===== src/rtl/pipe_hazard_ctrl_if.sv =====
// Hazard-controller bundle: pipeline status into the controller, register enables and
// fault/performance status back out to the datapath.
interface pipe_hazard_ctrl_if #(
  parameter int CNT_W = 16
);
  logic [4:0]       id_rs1;
  logic [4:0]       id_rs2;
  logic             id_use_rs1;
  logic             id_use_rs2;
  logic [4:0]       ex_rd;
  logic             ex_wreg;
  logic             ex_rmm;
  logic             ex_jump;
  logic [4:0]       mem_rd;
  logic             mem_wreg;
  logic             mem_req;
  logic             mem_ready;
  logic             pc_en;
  logic             if_id_en;
  logic             id_ex_en;
  logic             ex_mem_en;
  logic             mem_wb_en;
  logic             if_id_flush;
  logic             id_ex_bubble;
  logic             mem_err;
  logic [CNT_W-1:0] stall_cnt;

  modport master (
    output id_rs1, id_rs2, id_use_rs1, id_use_rs2,
    output ex_rd, ex_wreg, ex_rmm, ex_jump,
    output mem_rd, mem_wreg, mem_req, mem_ready,
    input  pc_en, if_id_en, id_ex_en, ex_mem_en, mem_wb_en,
    input  if_id_flush, id_ex_bubble, mem_err, stall_cnt
  );

  modport slave (
    input  id_rs1, id_rs2, id_use_rs1, id_use_rs2,
    input  ex_rd, ex_wreg, ex_rmm, ex_jump,
    input  mem_rd, mem_wreg, mem_req, mem_ready,
    output pc_en, if_id_en, id_ex_en, ex_mem_en, mem_wb_en,
    output if_id_flush, id_ex_bubble, mem_err, stall_cnt
  );
endinterface


===== src/rtl/pipe_hazard_ctrl.sv =====
// Stall/flush controller for the 5-stage core: load-use, jump and memory-wait hazards
// with a memory watchdog. Define HAZARD_FWD_EN when the core has a forwarding network.
module pipe_hazard_ctrl #(
  parameter int MEM_TIMEOUT = 64,
  parameter int CNT_W       = 16
) (
  input logic               clk,
  input logic               rst,
  pipe_hazard_ctrl_if.slave hz
);

  typedef enum logic [1:0] {
    S_RUN      = 2'd0,
    S_MEM_WAIT = 2'd1,
    S_FAULT    = 2'd2
  } state_t;

  localparam int                WAIT_W    = (MEM_TIMEOUT > 2) ? $clog2(MEM_TIMEOUT) : 1;
  localparam logic [WAIT_W-1:0] WAIT_LAST = WAIT_W'(MEM_TIMEOUT - 1);

  state_t            r_state;
  state_t            w_state_nxt;
  logic [WAIT_W-1:0] r_wait_cnt;
  logic [WAIT_W-1:0] w_wait_cnt_nxt;
  logic              r_mem_err;
  logic [CNT_W-1:0]  r_stall_cnt;

  logic w_mem_stall;
  logic w_ex_hit;
  logic w_raw_hazard;
  logic w_pc_en;
  logic w_if_id_en;
  logic w_id_ex_en;
  logic w_ex_mem_en;
  logic w_mem_wb_en;
  logic w_if_id_flush;
  logic w_id_ex_bubble;

  function automatic logic src_match(
    input logic [4:0] rd,
    input logic       wr,
    input logic [4:0] rs1,
    input logic       use1,
    input logic [4:0] rs2,
    input logic       use2
  );
    return wr && (rd != 5'd0) && ((use1 && (rs1 == rd)) || (use2 && (rs2 == rd)));
  endfunction

  function automatic logic [CNT_W-1:0] sat_inc(input logic [CNT_W-1:0] c);
    return (c == '1) ? c : c + 1'b1;
  endfunction

  assign w_mem_stall = hz.mem_req & ~hz.mem_ready;
  assign w_ex_hit    = src_match(hz.ex_rd, hz.ex_wreg, hz.id_rs1, hz.id_use_rs1,
                                 hz.id_rs2, hz.id_use_rs2);

`ifdef HAZARD_FWD_EN
  // Forwarding covers every RAW except a load whose data is not back until after MEM.
  assign w_raw_hazard = w_ex_hit & hz.ex_rmm;
`else
  logic w_mem_hit;
  logic w_ex_load_hit;
  logic w_ex_alu_hit;

  // No forwarding: any writer still in EX or MEM blocks ID until it reaches WB.
  assign w_mem_hit     = src_match(hz.mem_rd, hz.mem_wreg, hz.id_rs1, hz.id_use_rs1,
                                   hz.id_rs2, hz.id_use_rs2);
  assign w_ex_load_hit = w_ex_hit & hz.ex_rmm;
  assign w_ex_alu_hit  = w_ex_hit & ~hz.ex_rmm;
  assign w_raw_hazard  = w_ex_load_hit | w_ex_alu_hit | w_mem_hit;
`endif

  always_comb begin
    w_pc_en        = 1'b1;
    w_if_id_en     = 1'b1;
    w_id_ex_en     = 1'b1;
    w_ex_mem_en    = 1'b1;
    w_mem_wb_en    = 1'b1;
    w_if_id_flush  = 1'b0;
    w_id_ex_bubble = 1'b0;
    w_state_nxt    = r_state;
    w_wait_cnt_nxt = r_wait_cnt;

    if (!rst) begin
      if ((r_state == S_FAULT) || w_mem_stall) begin
        w_pc_en     = 1'b0;
        w_if_id_en  = 1'b0;
        w_id_ex_en  = 1'b0;
        w_ex_mem_en = 1'b0;
        w_mem_wb_en = 1'b0;
      end else if (hz.ex_jump) begin
        w_if_id_flush  = 1'b1;
        w_id_ex_bubble = 1'b1;
      end else if (w_raw_hazard) begin
        w_pc_en        = 1'b0;
        w_if_id_en     = 1'b0;
        w_id_ex_bubble = 1'b1;
      end
    end

    case (r_state)
      S_RUN: begin
        w_wait_cnt_nxt = '0;
        if (w_mem_stall) w_state_nxt = S_MEM_WAIT;
      end
      S_MEM_WAIT: begin
        if (!w_mem_stall) begin
          w_state_nxt    = S_RUN;
          w_wait_cnt_nxt = '0;
        end else if (r_wait_cnt == WAIT_LAST) begin
          w_state_nxt = S_FAULT;
        end else begin
          w_wait_cnt_nxt = r_wait_cnt + 1'b1;
        end
      end
      S_FAULT: w_state_nxt = S_FAULT;
      default: begin
        w_state_nxt    = S_RUN;
        w_wait_cnt_nxt = '0;
      end
    endcase
  end

  always_ff @(posedge clk) begin
    if (rst) begin
      r_state     <= S_RUN;
      r_wait_cnt  <= '0;
      r_mem_err   <= 1'b0;
      r_stall_cnt <= '0;
    end else begin
      r_state    <= w_state_nxt;
      r_wait_cnt <= w_wait_cnt_nxt;
      if (w_state_nxt == S_FAULT) r_mem_err <= 1'b1;
      if (!w_pc_en && (r_state != S_FAULT)) r_stall_cnt <= sat_inc(r_stall_cnt);
    end
  end

  assign hz.pc_en        = w_pc_en;
  assign hz.if_id_en     = w_if_id_en;
  assign hz.id_ex_en     = w_id_ex_en;
  assign hz.ex_mem_en    = w_ex_mem_en;
  assign hz.mem_wb_en    = w_mem_wb_en;
  assign hz.if_id_flush  = w_if_id_flush;
  assign hz.id_ex_bubble = w_id_ex_bubble;
  assign hz.mem_err      = r_mem_err & ~rst;
  assign hz.stall_cnt    = r_stall_cnt;

endmodule

===== src/flat_wrapper.sv =====
// flat-port wrapper written by rule: the top's interface ports become plain ports
module pipe_hazard_ctrl_flat 
#(
  parameter int MEM_TIMEOUT = 64,
  parameter int CNT_W       = 16
)
  (clk, rst, hz_id_rs1, hz_id_rs2, hz_id_use_rs1, hz_id_use_rs2, hz_ex_rd, hz_ex_wreg, hz_ex_rmm, hz_ex_jump, hz_mem_rd, hz_mem_wreg, hz_mem_req, hz_mem_ready, hz_pc_en, hz_if_id_en, hz_id_ex_en, hz_ex_mem_en, hz_mem_wb_en, hz_if_id_flush, hz_id_ex_bubble, hz_mem_err, hz_stall_cnt);
  pipe_hazard_ctrl_if #(.CNT_W(CNT_W)) hz_i ();
  input logic clk;
  input logic rst;
  input wire logic [$bits(hz_i.id_rs1)-1:0] hz_id_rs1;
  input wire logic [$bits(hz_i.id_rs2)-1:0] hz_id_rs2;
  input wire logic [$bits(hz_i.id_use_rs1)-1:0] hz_id_use_rs1;
  input wire logic [$bits(hz_i.id_use_rs2)-1:0] hz_id_use_rs2;
  input wire logic [$bits(hz_i.ex_rd)-1:0] hz_ex_rd;
  input wire logic [$bits(hz_i.ex_wreg)-1:0] hz_ex_wreg;
  input wire logic [$bits(hz_i.ex_rmm)-1:0] hz_ex_rmm;
  input wire logic [$bits(hz_i.ex_jump)-1:0] hz_ex_jump;
  input wire logic [$bits(hz_i.mem_rd)-1:0] hz_mem_rd;
  input wire logic [$bits(hz_i.mem_wreg)-1:0] hz_mem_wreg;
  input wire logic [$bits(hz_i.mem_req)-1:0] hz_mem_req;
  input wire logic [$bits(hz_i.mem_ready)-1:0] hz_mem_ready;
  output wire logic [$bits(hz_i.pc_en)-1:0] hz_pc_en;
  output wire logic [$bits(hz_i.if_id_en)-1:0] hz_if_id_en;
  output wire logic [$bits(hz_i.id_ex_en)-1:0] hz_id_ex_en;
  output wire logic [$bits(hz_i.ex_mem_en)-1:0] hz_ex_mem_en;
  output wire logic [$bits(hz_i.mem_wb_en)-1:0] hz_mem_wb_en;
  output wire logic [$bits(hz_i.if_id_flush)-1:0] hz_if_id_flush;
  output wire logic [$bits(hz_i.id_ex_bubble)-1:0] hz_id_ex_bubble;
  output wire logic [$bits(hz_i.mem_err)-1:0] hz_mem_err;
  output wire logic [$bits(hz_i.stall_cnt)-1:0] hz_stall_cnt;
  assign hz_i.id_rs1 = hz_id_rs1;
  assign hz_i.id_rs2 = hz_id_rs2;
  assign hz_i.id_use_rs1 = hz_id_use_rs1;
  assign hz_i.id_use_rs2 = hz_id_use_rs2;
  assign hz_i.ex_rd = hz_ex_rd;
  assign hz_i.ex_wreg = hz_ex_wreg;
  assign hz_i.ex_rmm = hz_ex_rmm;
  assign hz_i.ex_jump = hz_ex_jump;
  assign hz_i.mem_rd = hz_mem_rd;
  assign hz_i.mem_wreg = hz_mem_wreg;
  assign hz_i.mem_req = hz_mem_req;
  assign hz_i.mem_ready = hz_mem_ready;
  assign hz_pc_en = hz_i.pc_en;
  assign hz_if_id_en = hz_i.if_id_en;
  assign hz_id_ex_en = hz_i.id_ex_en;
  assign hz_ex_mem_en = hz_i.ex_mem_en;
  assign hz_mem_wb_en = hz_i.mem_wb_en;
  assign hz_if_id_flush = hz_i.if_id_flush;
  assign hz_id_ex_bubble = hz_i.id_ex_bubble;
  assign hz_mem_err = hz_i.mem_err;
  assign hz_stall_cnt = hz_i.stall_cnt;
  pipe_hazard_ctrl #(.MEM_TIMEOUT(MEM_TIMEOUT), .CNT_W(CNT_W)) u_core (.clk(clk), .rst(rst), .hz(hz_i));
endmodule

===== config.mk =====
export PLATFORM = sky130hd
export DESIGN_NAME = pipe_hazard_ctrl_flat
export DESIGN_NICKNAME = d
export VERILOG_FILES = /design/src/rtl/pipe_hazard_ctrl_if.sv /design/src/rtl/pipe_hazard_ctrl.sv /design/src/flat_wrapper.sv
export SDC_FILE = /design/constraint.sdc
export NUM_CORES = 1
export LEC_CHECK = 0
export ABC_AREA = 1
export ABC_CLOCK_PERIOD_IN_PS = 1920
export BUFFER_PORTS_ARGS = -buffer_cell sky130_fd_sc_hd__clkbuf_2
export CAP_MARGIN = 5
export CORE_MARGIN = 3
export CORE_UTILIZATION = 50
export DETAILED_ROUTE_END_ITERATION = 10
export PLACE_DENSITY = 0.77
export SETUP_SLACK_MARGIN = 0.05
export SLEW_MARGIN = 40
export SYNTH_ARGS = -nofsm -noshare
export SYNTH_HDL_FRONTEND = slang
export SYNTH_SLANG_ARGS = --single-unit

===== constraint.sdc =====
create_clock -name clk -period 1.92 [get_ports clk]
set_clock_uncertainty 0.2 [all_clocks]
set_input_delay 0.288 -clock clk [delete_from_list [all_inputs] [get_ports clk]]
set_output_delay 0.288 -clock clk [all_outputs]
set_load 0.05 [all_outputs]

==> results of run 1 <==
logic make-up (layout without fill, tap and decap cells):
kind of cell / after synthesis / count (layout) / share of synthesized area, %
AOI/OAI and AO/OA: 30 / 30 / 11.2
adders and majority gates: 2 / 2 / 1.31
xor gates and xnor gates: 14 / 14 / 6.40
and+or+nand+nor: 181 / 181 / 42.6
buffers and inverters: 55 / 118 / 12.4
DFF: 25 / 25 / 26.1
flip-flops by register name (all words and copies together), names as in the netlist:
signal and flops:
u_core.r_mem_err 1, u_core.hz.stall_cnt 16, u_core.r_state 2, u_core.r_wait_cnt 6
synth_stat cells:
master / count / share of area, %
nor3_1: 7 / 1.8
xnor2_1: 2 / 0.91
a21oi_1: 9 / 2.3
a21oi_2: 10 / 4.6
clkbuf_1: 1 / 0.20
nand3b_1: 1 / 0.39
nand3_2: 1 / 0.52
a2111oi_0: 1 / 0.46
nor3b_1: 3 / 1.2
nand2_4: 2 / 1.2
nor3_4: 1 / 0.85
dfxtp_1: 25 / 26
o211ai_1: 1 / 0.39
nand4_1: 3 / 0.98
buf_8: 1 / 0.78
inv_1: 45 / 8.8
nor4_1: 1 / 0.33
nor2_1: 29 / 5.7
buf_2: 1 / 0.26
nand2_2: 7 / 2.3
ha_1: 2 / 1.3
o21ai_0: 6 / 1.6
xor2_1: 12 / 5.5
nand2_1: 92 / 18
nor3_2: 1 / 0.52
a31oi_4: 1 / 1.1
buf_1: 1 / 0.20
or2_2: 1 / 0.33
inv_2: 1 / 0.20
nor2_2: 2 / 0.65
a211oi_1: 2 / 0.78
nand3_1: 30 / 7.8
buf_4: 5 / 2.0
worst max-delay path, cell delays in order (launching register included):
cell and delay [ns]:
dfxtp_2 0.33, buf_4 0.12, buf_4 0.13, nor3b_1 0.42
a21oi_2 0.14, inv_1 0.16, o21ai_0 0.09, nor3b_1 0.15
routing by layer:
layer  vias up  share of wire (%)  routed length [µm]  GRT usage [%]
met5         -                  0                   0              0
met4         0                1.4                  70           3.97
met3         9                5.5                 281           2.79
met2        68                 47                2400           36.3
met1       948                 46                2340           29.9
li1       1096                  -                   -              -
cell type report:
| class | count | share of cell area, % |
|---|---|---|
| multi-input combinational | 227 | 48.0 |
| sequential | 25 | 20.6 |
| timing repair buffer | 68 | 20.5 |
| inverter | 46 | 6.94 |
| tap | 46 | 2.23 |
| clock buffer | 4 | 1.75 |
power by group:
part	total, mW	switching [mW]	leakage, nW	internal, mW
Clock	0.317	0.168	0.0228	0.148
Sequential	0.522	0.00456	0.212	0.518
Combinational	0.247	0.143	0.952	0.104
worst max path at each step:
stage | start | depth (start not counted) | to
floorplan | u_core.r_state[1] | 11 | hz_pc_en
global placement | hz_ex_rd[4] | 13 | hz_if_id_en
detailed placement | hz_ex_rd[2] | 13 | u_core.hz.stall_cnt[5]
CTS | u_core.r_state[1] | 10 | hz_if_id_en
global route | u_core.r_state[1] | 7 | u_core.r_wait_cnt[4]
finish | u_core.r_state[1] | 7 | u_core.r_wait_cnt[4]
stage by stage:
stage / cells / util, % / total power, mW
2_1_floorplan: 307 / - / 0.666
3_3_place_gp: 404 / 65.0 / 0.728
3_5_place_dp: 404 / 65.0 / 0.731
4_1_cts: 412 / 68.3 / 1.05
5_1_grt: 416 / 73.3 / 1.13
6_report: 416 / 73.3 / 1.09
cell usage in the layout (no fill, tap or decap), types with 2 or more instances in the layout:
cell type	count
a211oi_1	2
a21oi_1	8
a21oi_2	11
buf_4	22
buf_6	15
buf_8	2
clkbuf_2	27
clkbuf_8	3
dfxtp_1	7
dfxtp_2	15
dfxtp_4	3
inv_1	27
inv_2	17
nand2_1	86
nand2_2	13
nand3_1	30
nand4_1	3
nor2_1	23
nor2_2	7
nor3_1	7
nor3b_1	3
o21ai_0	2
o21ai_1	4
xnor2_1	2
xor2_1	12
what timing repair did:
item | CTS | global route
endpoints found under the setup margin | 6 | 26
resized for setup | 10 | 82
gates cloned | 0 | 0
pin swaps | 3 | 30
buffers inserted | 4 | 4
==> metrics.md, run 1 <==
| Metric | Value |
|---|---|
| R2r endpoint | `u_core.r_wait_cnt[4]` |
| GP Congestion | `about 0.91` |
| Final period util | `a little over nine tenths` |
| CP Max Fanout | `6` |
| Number of buffers created by CTS | `3` |
| Hold Slack | `0.121 ns` |
| Worst hold endpoint | `u_core.r_state[0]` |
| Final Hold Fails | `0` |
| Final setup TNS | `0 ns` |
| Synth Cell Area | `~1900 µm²` |
| Worst Hold Class | `input port to register` |
| Dpl ws | `-0.0273 ns` |
| Critical Path RT | `about 1.9 ns` |
| DR pass1 iterations | `5` |
| IO buf count | `between 50 and 60` |
| Final wirelength | `approximately 5100 µm` |
| Storage cell area | `roughly 530 µm²` |
| Seq cells post-synth | `25` |
| Share of cells above drive strength 1 | `between 40% and 50%` |
| RSZ-0062 raised after global routing | `true` |
| Root buffer selected by CTS | `clkbuf_8` |
| Post-synth net total | `339` |
| Wire per inst | `12.2 µm` |
| Initial antenna violation count | `0` |
| Antenna-violating nets left | `0` |
| Worst R2R Path Depth | `7` |
| Chip Width | `about 68 µm` |
| Clk Latency, worst-skew pair | `approximately 0.27 ns` |
| Hold Startpoint | `hz_mem_req` |
| Ys Warns | `0` |
| Post-Syn Area per Cell | `6.24 µm²` |
| Status | `finished, final reports clean` |
| # setup viols final | `0` |
| Initial Util | `between 50% and 60%` |
| Gate Count Post-Synth | `307` |
| Num Clock Sinks | `25` |
| Leakage | `between 1 and 1.5 nW` |
| CTS tree | `done` |
| Slew @ Worst Pin | `about 0.46 ns` |
| Area grow syn2layout | `34.6%` |
| VDD IR max | `between 0.3 and 0.4 mV` |
| IO Count | `54` |
| Fill count | `286` |
| Register area share after synthesis | `26.1%` |
| Post-DP HPWL | `~3700 µm` |
| Htree depth | `1` |
| Pwr Density | `421 nW/µm²` |
| Area of the multi-input gates | `1240 µm²` |
| CP startpoint kind | `register` |
| Max Cap Viol | `0` |
| Grt ovf | `0` |
| Hold Buf Count CTS | `0` |
| Reg2reg start | `u_core.r_state[1]` |
| Maximum clock frequency | `around 540 MHz` |
| Max-slew headroom | `69.1%` |
| Site Rows | `21` |
| Count of different cell masters after synthesis | `33` |
| Worst Setup Path Type | `register to register` |
| First-pass GRT wire length | `7920 µm` |
| Number of global-route vias before repair | `1848` |
| Critical Path AT | `around 1.8 ns` |
| Core Area | `3520 µm²` |
| DRC | `0` |
| DP Area | `2290 µm²` |
| Final setup margin | `~0.054 ns` |
| Reg-to-reg setup timing slack | `about 0.054 ns` |
| Initial drt markers | `173` |
| Crit. End Element | `register` |
| Largest net degree at the start of global routing | `17` |
| Antenna Cells | `0` |
| Die Y | `around 68 µm` |
| Final Cell Area | `2580 µm²` |
| Die area | `approximately 4600 µm²` |
| Clock-pin slew reported for the worst setup and hold paths after clock tree synthesis | `~0.08 ns` |
| Slew Viols, Final | `0` |
| Hold path cells | `3` |
| Final min period | `1.87 ns` |
| Vias per cell | `approximately 5` |
| Fin nets | `403` |
| Via count | `2121` |
| Clock buffer depth | `2` |
| Total GRT Usage | `21.7%` |
(Power assumes the default switching activity.)
==> run 2: changes to the inputs <==
Settings changed: ABC_AREA 1 to default.
==> metrics.md, run 2 <==
| Metric | Value |
|---|---|
| Die Y | `69.3 µm` |
| Pwr Density | `about 400 nW/µm²` |
| Maximum clock frequency | `457 MHz` |
| Total GRT Usage | `26.3%` |
| Status | `finished with violations` |
| Largest net degree at the start of global routing | `18` |
| Ys async rst share | `0%` |
| Area of the multi-input gates | `1650 µm²` |
| Final min period | `2.19 ns` |
| Clk Latency, worst-skew pair | `about 0.28 ns` |
| Via count | `2286` |
| Cell at the slowest stage of the critical path | `or4_4` |
| Wire per inst | `17.4 µm` |
| Initial Util | `53.2%` |
| Crit. End Element | `output pin` |
| Synth Cell Area | `2000 µm²` |
| Hold Startpoint | `hz_mem_req` |
| R2r endpoint | `u_core.hz.stall_cnt[1]` |
| GP Congestion | `0.837` |
| Reg2reg start | `u_core.hz.stall_cnt[5]` |
| Total power | `1.26 mW` |
| Final setup margin | `-0.267 ns` |
| CTS tree | `done` |
| Reg-to-reg setup timing slack | `-0.06 ns` |
| Chip Width | `69.3 µm` |
| Top-count cell post-synth | `dfxtp_1` |
| Synth Flop Type | `dfxtp_1` |
| Final Cell Area | `3160 µm²` |
| Top cells by area, synth | `dfxtp_1 25%, xor2_1 8.3%, o311ai_2 6.5%` |
| Num Clock Sinks | `25` |
| VDD IR max | `0.452 mV` |
| Initial antenna violation count | `0` |
| Commonest cells after routing, fill and taps aside | `42 x clkbuf_2, 42 x buf_4, 19 x xor2_1` |
| Crit-path cells | `clkbuf_2 -> or4_4 -> o21ai_4 -> o22ai_4 -> buf_12 -> a21boi_4 -> buf_8` |
| Clock buffer depth | `2` |
| Core Area | `3770 µm²` |
| Root buffer selected by CTS | `clkbuf_8` |
| CP startpoint kind | `input port` |
| CP peak stage delay | `between 0.5 and 0.6 ns` |
| Post-synth EDFFs | `0` |
| Antenna Cells | `0` |
| Post-Place Cells | `361` |
| Slew @ Worst Pin | `0.539 ns` |
| Max-slew headroom | `63.5%` |
| Hold Buf Count CTS | `0` |
| Htree depth | `1` |
| DR pass1 iterations | `4` |
| Post-DP HPWL | `4180 µm` |
| Ys Warns | `0` |
| Hold path cells | `5` |
| Area grow syn2layout | `57.7%` |
| Slew Viols, Final | `0` |
| Critical Path AT | `about 1.7 ns` |
| Grt ovf | `0` |
| Seq cells post-synth | `25` |
| Worst R2R Path Depth | `6` |
| Leakage | `1.29 nW` |
| DRC | `0` |
| Final cell count without fillers | `roughly 370` |
| IO buf count | `52` |
| Max reg flops | `16` |
| Number of buffers created by CTS | `3` |
| Count of different cell masters after synthesis | `54` |
| Register area share after synthesis | `~25%` |
| Antenna-violating nets left | `0` |
| Gate Count Post-Synth | `228` |
| Post-Syn Area per Cell | `8.79 µm²` |
| Final wirelength | `around 6500 µm` |
| Fill count | `204` |
| Share of cells above drive strength 1 | `55.7%` |
| Worst Hold Class | `input port to register` |
| Critical Path RT | `between 1 and 1.5 ns` |
| Post-synth net total | `260` |
| Storage cell area | `538 µm²` |
| Final cell utilization of the core | `83.8%` |
| RSZ-0062 raised after global routing | `true` |
| Initial drt markers | `178` |
| IO Count | `54` |
| Synth top area share | `25.0%` |
| Worst hold endpoint | `u_core.r_state[0]` |
| Site Rows | `22` |
| # setup viols final | `22` |
| Die area | `between 4000 and 5000 µm²` |
| Worst Setup Path Type | `input port to output pin` |
| Fin nets | `around 360` |
| Final period util | `114%` |
| Max Cap Viol | `0` |
| First-pass GRT wire length | `approximately 11000 µm` |
| Number of global-route vias before repair | `2227` |
| CP Max Fanout | `3` |
| Synth top cells by count | `25 x dfxtp_1, 19 x xor2_1, 17 x nand2b_1` |
| DP Area | `2780 µm²` |
| Failing checks | `setup timing` |
| Clock-pin slew reported for the worst setup and hold paths after clock tree synthesis | `approximately 0.080 ns` |
| Final Hold Fails | `0` |
| Leading area contributor after synthesis | `dfxtp_1` |
| Vias per cell | `6.16` |
[run 2: area by class of cell]
class                           count  share of cell area [%]
Sequential cell                    25                    17.0
Inverter                            5                   0.594
Tap cell                           48                    1.90
Clock buffer                        4                    1.43
Multi-Input combinational cell    183                    52.1
Timing Repair Buffer              106                    27.0
[run 2: worst max-delay path, delay by kind of cell]
family                 cells  cell delay (ns)
and+or+nand+nor            1             0.53
buffers and inverters      3             0.43
AOI/OAI and AO/OA          3             0.45
[run 2: worst max path at each step]
stage / start / to / slack [ns] / cells after the start
2_1_floorplan: hz_ex_rd[0] / hz_pc_en / -0.44 / 6
3_3_place_gp: hz_ex_rd[0] / hz_if_id_en / -0.38 / 7
3_5_place_dp: hz_ex_rd[4] / hz_id_ex_bubble / -0.44 / 7
4_1_cts: hz_ex_rd[4] / hz_if_id_en / -0.29 / 7
5_1_grt: hz_ex_rd[4] / hz_if_id_en / -0.31 / 7
6_report: hz_mem_rd[3] / hz_if_id_en / -0.27 / 7
[run 2: cell families after synthesis]
| logic type | count (synthesis) | synth area share (%) |
|---|---|---|
| compound gates | 53 | 23.7 |
| simple gates | 100 | 32.4 |
| buf+inv | 21 | 5.74 |
| fa+ha+maj | 2 | 1.25 |
| xor+xnor | 25 | 10.9 |
| flops | 25 | 25.0 |
| mux | 2 | 1.06 |
[run 2: what timing repair did]
| action | 4_1_cts | 5_1_grt |
|---|---|---|
| gates resized for setup | 42 | 22 |
| setup buffers | 4 | 2 |
| pin swaps | 23 | 5 |
| cloned | 2 | 0 |
| endpoints found under the setup margin | 23 | 27 |
[run 2: through the flow]
stage	setup slack [ns]	TNS (ns)	hold WS, ns
2_1_floorplan	-0.444	-2.96	0.227
3_3_place_gp	-0.385	-5.55	0.249
3_5_place_dp	-0.438	-6.81	0.264
4_1_cts	-0.287	-1.32	0.261
5_1_grt	-0.310	-3.09	0.314
6_report	-0.267	-2.20	0.285
[run 2: power breakdown]
| part | switching (mW) | internal, mW |
|---|---|---|
| combinational | 0.228 | 0.176 |
| clock | 0.177 | 0.149 |
| sequential | 0.00820 | 0.525 |
| total | 0.413 | 0.850 |
[run 2: routing by layer]
layer | vias up | part of all wire (%) | GRT usage [%]
li1 | 1067 | - | -
met1 | 1095 | 39 | 31.6
met2 | 96 | 52 | 47.1
met3 | 28 | 5.4 | 4.06
met4 | 0 | 3.4 | 9.33
met5 | - | 0 | 0
